--- src/rtl/fwd_lift.sv ---
// Forward ZFP lifting transform on a 4-element signed block, three-stage elastic pipeline.
// Each stage holds its own valid bit and reloads whenever it is empty or its successor can take its content.
module fwd_lift #(
    parameter int IW = 64
) (
    input  logic            clk,
    input  logic            reset,
    input  logic [4*IW-1:0] s_block,
    input  logic            s_valid,
    output logic            s_ready,
    output logic [4*IW-1:0] m_block,
    output logic            m_valid,
    input  logic            m_ready
);

    // (a+b)>>1 evaluated one bit wider so the carry out of the sum is never lost
    function automatic logic [IW-1:0] f_half(input logic [IW-1:0] a, input logic [IW-1:0] b);
        logic [IW:0] w_sum;
        w_sum = {a[IW-1], a} + {b[IW-1], b};
        return w_sum[IW:1];
    endfunction

    function automatic logic [IW-1:0] f_asr(input logic [IW-1:0] a);
        return {a[IW-1], a[IW-1:1]};
    endfunction

    logic            r_v1, r_v2, r_v3;
    logic [4*IW-1:0] r_d1, r_d2, r_d3;
    logic            w_ld1, w_ld2, w_ld3;

    assign w_ld3   = !r_v3 || m_ready;
    assign w_ld2   = !r_v2 || w_ld3;
    assign w_ld1   = !r_v1 || w_ld2;
    assign s_ready = reset && w_ld1;

    // S1: L1 and L2
    logic [IW-1:0] w_x0, w_y0, w_z0, w_w0;
    logic [IW-1:0] w_x1, w_y1, w_z1, w_w1;
    assign w_x0 = s_block[0*IW +: IW];
    assign w_y0 = s_block[1*IW +: IW];
    assign w_z0 = s_block[2*IW +: IW];
    assign w_w0 = s_block[3*IW +: IW];
    assign w_x1 = f_half(w_x0, w_w0);
    assign w_w1 = w_w0 - w_x1;
    assign w_z1 = f_half(w_z0, w_y0);
    assign w_y1 = w_y0 - w_z1;

    // S2: L3 and L4 touch disjoint pairs, so both run in the same cycle
    logic [IW-1:0] w_x2, w_y2, w_z2, w_w2;
    assign w_x2 = f_half(r_d1[0*IW +: IW], r_d1[2*IW +: IW]);
    assign w_z2 = r_d1[2*IW +: IW] - w_x2;
    assign w_w2 = f_half(r_d1[3*IW +: IW], r_d1[1*IW +: IW]);
    assign w_y2 = r_d1[1*IW +: IW] - w_w2;

    // S3: L5, y update uses the freshly updated w
    logic [IW-1:0] w_y3, w_w3;
    assign w_w3 = r_d2[3*IW +: IW] + f_asr(r_d2[1*IW +: IW]);
    assign w_y3 = r_d2[1*IW +: IW] - f_asr(w_w3);

    always_ff @(posedge clk or negedge reset) begin
        if (!reset) begin
            r_v1 <= 1'b0;
            r_v2 <= 1'b0;
            r_v3 <= 1'b0;
            r_d1 <= '0;
            r_d2 <= '0;
            r_d3 <= '0;
        end else begin
            if (w_ld1) r_v1 <= s_valid;
            if (w_ld2) r_v2 <= r_v1;
            if (w_ld3) r_v3 <= r_v2;
            if (w_ld1 && s_valid) r_d1 <= {w_w1, w_z1, w_y1, w_x1};
            if (w_ld2 && r_v1)    r_d2 <= {w_w2, w_z2, w_y2, w_x2};
            if (w_ld3 && r_v2)    r_d3 <= {w_w3, r_d2[2*IW +: IW], w_y3, r_d2[0*IW +: IW]};
        end
    end

    assign m_block = r_d3;
    assign m_valid = r_v3;

endmodule
--- config.mk ---
export PLATFORM = sky130hd
export DESIGN_NAME = fwd_lift
export DESIGN_NICKNAME = d
export VERILOG_FILES = /design/src/rtl/fwd_lift.sv
export SDC_FILE = /design/constraint.sdc
export NUM_CORES = 2
export LEC_CHECK = 0
export ABC_AREA = 1
export CORE_ASPECT_RATIO = 1.75
export CORE_MARGIN = 2
export CORE_UTILIZATION = 34
export DETAILED_ROUTE_END_ITERATION = 10
export PLACE_DENSITY = 0.49
export SLEW_MARGIN = 20
export SYNTH_ARGS = -nofsm -noshare
export SYNTH_HDL_FRONTEND = slang
export SYNTH_SLANG_ARGS = --single-unit
--- constraint.sdc ---
create_clock -name clk -period 7.6 [get_ports clk]
set_input_delay 1.52 -clock clk [delete_from_list [all_inputs] [get_ports clk]]
set_output_delay 1.52 -clock clk [all_outputs]
set_load 0.01 [all_outputs]
### After elaboration in Yosys (flattened, before gate mapping)

Cells that the tools add are included.

| operators by class | value |
|---|---|
| shift operators | 0 |
| add/subtract/negate cells | 10 |
| mux-type cells | 0 |
| reduce and logical (&&, ||, !) cells | 10 |
| magnitude comparators | 0 |
| equality and inequality tests | 0 |
| bitwise logic cells | 0 |
| multiply operators | 0 |
| div/mod/pow operators | 0 |

Operators with widths:

| kind | count |
|---|---|
| 64-bit subtractor | 5 |
| 64-bit by 64-bit adder with 65-bit output | 4 |
| 64-bit adder | 1 |
| 1-bit logical AND | 4 |
| 1-bit zero test | 3 |
| 1-bit logical OR | 3 |

| storage, ports and cells | value |
|---|---|
| memories kept | 0 |
| output and inout port bits | 258 |
| RAM bits | 0 |
| bits in latches | 0 |
| input bits | 260 |
| memory bits (read-only) | 0 |
| bits in registers | 771 |

### Depth between registers and ports, before layout

| depth | value |
|---|---|
| depth in word-level cells | 5 |
| gate-level depth with buffers | 33 |

### Worst setup path after synthesis

Ideal clock, no wire load.

| path | value |
|---|---|
| kind | in2reg |
| start point | in s_block[23] |
| end point | reg r_d1[254] |
| cell stages on the path | 28 |
| setup slack | 2717 ps |
| setup time | 117 ps |
| arrival | 4766 ps |
| path buffers | 1 |
| cells stage by stage | ha_1 nand2_1 inv_2 a21oi_1 o21a_1 nand2_1 nand2_1 nand3_1 a21o_1 a21oi_1 nor3_1 nor2_1 o21ai_0 xor2_1 inv_1 ha_1 clkbuf_1 nand2_1 nor3_1 nand2_1 nor2_1 nand3_1 nand2_1 nor2_1 nand2_1 nand2_1 nand3_1 nand2_1 |

| on the way | value |
|---|---|
| cells in the longest elaborated chain, start to end | 2 |

RTL lines:

| item | RTL line | text |
|---|---|---|
| start, declared | 8 | `input logic [4*IW-1:0] s_block,` |
| 64-bit by 64-bit adder with 65-bit output | 19 | `w_sum = {a[IW-1], a} + {b[IW-1], b};` |
| 64-bit subtractor | 44 | `assign w_w1 = w_w0 - w_x1;` |
| end signal, assigned | 72 | `if (w_ld1 && s_valid) r_d1 <= {w_w1, w_z1, w_y1, w_x1};` |
| end, declared | 28 | `logic [4*IW-1:0] r_d1, r_d2, r_d3;` |

Every way passes these cells.
A chain may end at the register's enable or synchronous reset.

### Worst setup path in the final report

| path | value |
|---|---|
| start point | in s_block[84] |
| end point | reg r_d1[126] |

| on the way | value |
|---|---|
| cells in the longest elaborated chain, start to end | 2 |

RTL lines:

| item | RTL line | text |
|---|---|---|
| 64-bit by 64-bit adder with 65-bit output | 19 |  |
| 64-bit subtractor * | 46 | `assign w_y1 = w_y0 - w_z1;` |

Every way passes the cells marked *; elsewhere a longest branch is shown, timed or not.

==> impl_metrics.toml <==
[floorplanning]
io_pins = 518
die_y_um = 629
core-area_mm2 = 0.222
rows = 229
start_util = 0.341
die-area_mm2 = 0.227
die_width_um = 361

[global_routing]
antenna_found_initial = 19
track_usage = 0.357
grt_pass1_wl_um = 578000
grt-ovfl-total = 0
grt_max_degree = 183
grt_pass1_vias = 85600

[place]
portBuffers = 517
placed_area_mm2 = 0.0854
place_ws_ps = -51.7
hpwl_um = 361000
gp_congestion = 1.15

[clock_network]
cts-buffers-inserted = 84
clockRootBuffer = "clkbuf_16"
cts_tree = "yes"
cts_buffer_depth = 3
post_cts.repair.setup_buffers = 0
clk_pin_slew_ps = 60
ctsResizeCount = 0
h-tree-depth = 3
cts_hold_buf = 0
clk-insertion-delay-late_ps = 750
cts.sinks = 771

[worst_setup_path]
critical_path_class = "in -> reg"
cp.arrival_ps = 7410
startpoint_type = "primary input"
crit_path_end_kind = "flop"
reg2reg_to = "r_d2[174]$_DFFE_PN0P_"
r2r_slack_ps = 1140
reg2regPathDepth = 22
r2r-start = "r_d1[146]$_DFFE_PN0P_"
required_ps = 8210
cp_max_fo = 6

[power_and_ir_drop]
power.density_mw_per_mm2 = 593
static-leakage-power_uw = 0.0466
vdd_drop_max_v = 0.000315
power_uw = 52400

[layout]
drive_above_1_share = 0.0597
fillers = 24500
design_area_mm2 = 0.0883
area_growth_syn_to_layout_pct = 16.5
fin_nets = 13800

[min_path]
hold-path-endpoint = "m_block[0]$_DFFE_PN0P_"
hold_path_startpoint = "r_d2[0]$_DFFE_PN0P_"
hold_path_depth = 2
holdCritPathClass = "reg -> reg"

[synth]
yosys.area.top_type = "dfrtp_1"
synth_cell_types = 64
synth_edf_count = 0
syn_nets = 13200
yosys.area.top_type_share = 0.254
ys_warn_count = 0
ys.flop_type = "dfrtp_1"
syn-cell-area_mm2 = 0.0758
ys_seq_area_frac = 0.254
avgSynthCellArea_um2 = 6.13
ys_ff_latch = 771
async_reset_ff_frac = 1.00
synth.area.top_cells = "dfrtp_1, nand2_1, ha_1, inv_1, o21ai_0"
syn_inst = 12400

[timing]
fmax_ghz = 0.147
rsz0062_at_grt = "false"
worstMarginPinSlew_ps = 1370
fin_crit_ps = 6790
holdWs_ps = 461
period_share = 0.894
setup_ws_ps = 806
hold_violations = 0
fin_skew_ps = 48.4
setup_viol = 0
worst_slew_margin_rel = 0.0811
slew_violations = 0

[routing]
drc = 0
num_vias = 83300
finalWirelength_um = 415000
routed_via_density = 5.22
first_iter_violations = 5208
wl_per_cell_um = 26.0
firstDrtPassIters = 6
ant_nets = 0

[flow_run]
max_cap_viol_count = 0

[status]
status = "completed"
## routing by layer
metal / routed length, µm / global-route usage / part of all wire
met5: 32 / 0 / 0.000077
met1: 136000 / 0.327 / 0.33
met2: 216000 / 0.679 / 0.52
met4: 50100 / 0.353 / 0.12
met3: 13400 / 0.0284 / 0.032
## registers in the layout, indices dropped and copies added, names as in the netlist
register,flops
r_d2,256
m_valid,1
r_v1,1
m_block,256
r_v2,1
r_d1,256
## layout by cell type, fill, tap and decap left out, types with 245 or more instances in the layout
cell,Yosys,final
a21oi_1,713,713
clkdlybuf4s50_1,0,516
dfrtp_1,771,771
ha_1,545,545
inv_1,1680,1679
nand2_1,4594,4591
nand3_1,699,699
nor2_1,910,910
o21ai_0,767,765
xnor2_1,245,245
## cell usage after synthesis (149+ instances only)
master	number
o21ai_0	767
nand2_1	4594
nand3_1	699
a21oi_1	713
xor2_1	188
clkbuf_1	149
xnor2_1	245
nor2_1	910
inv_1	1680
ha_1	545
dfrtp_1	771
## critical path, cell delays in order
cell,delay (ps)
clkdlybuf4s50_1,510
ha_1,460
nand2_2,110
nor2_1,310
nand2_1,240
nor2_1,230
nand3_1,190
nand3_1,390
a31oi_1,250
o21bai_1,330
a21oi_1,220
o21ai_0,250
xnor2_1,130
ha_1,440
nand2_1,140
nor3_1,440
nand2_1,300
nor2_1,250
nand3_1,300
nand3_1,190
nand2_1,60
nand3_1,70
nand2_1,60
## stage by stage
stage               utilization  TNS [ps]  std cells
floorplan                     -         0      12400
global placement          0.384     -53.6      15800
detailed placement        0.384     -51.7      15800
CTS                       0.398         0      15900
global route              0.398         0      15900
finish                    0.398         0      15900
## where the power goes
| part | total (µW) | internal, µW | switching (µW) |
|---|---|---|---|
| clock network | 4530 | 2490 | 2040 |
| registers | 7770 | 6000 | 1770 |
| logic | 40100 | 12500 | 27600 |
| total | 52400 | 20900 | 31400 |
## cells by family after synthesis
logic type | Yosys count | share of synthesized area
and+or+nand+nor | 6849 | 0.377
buffers and inverters | 1914 | 0.0951
AOI/OAI and AO/OA | 1842 | 0.130
DFF | 771 | 0.254
adders and majority gates | 555 | 0.0926
xor gates and xnor gates | 435 | 0.0506
## worst max path at each step
stage / startpoint / to / slack, ps / cells past startpoint
after floorplan: s_block[23] / r_d1[254]$_DFFE_PN0P_ / 2720 / 28
after global placement: s_block[74] / r_d1[126]$_DFFE_PN0P_ / -50 / 24
after detailed placement: s_block[72] / r_d1[126]$_DFFE_PN0P_ / -50 / 23
after CTS: s_block[70] / r_d1[126]$_DFFE_PN0P_ / 760 / 23
after global routing: s_block[103] / r_d1[126]$_DFFE_PN0P_ / 630 / 24
final: s_block[84] / r_d1[126]$_DFFE_PN0P_ / 810 / 23
## area by class of cell
cell class	count	area [µm²]	share of cell area
Multi-Input combinational cell	9681	49300	0.558
Sequential cell	771	19300	0.218
Inverter	1746	6560	0.0743
Timing Repair Buffer	678	6550	0.0742
Tap cell	2887	3610	0.0409
Clock buffer	111	2380	0.0270
Clock inverter	45	542	0.00613
Antenna cell	24	60.1	0.000680
Power figures use the tool's default switching activity.
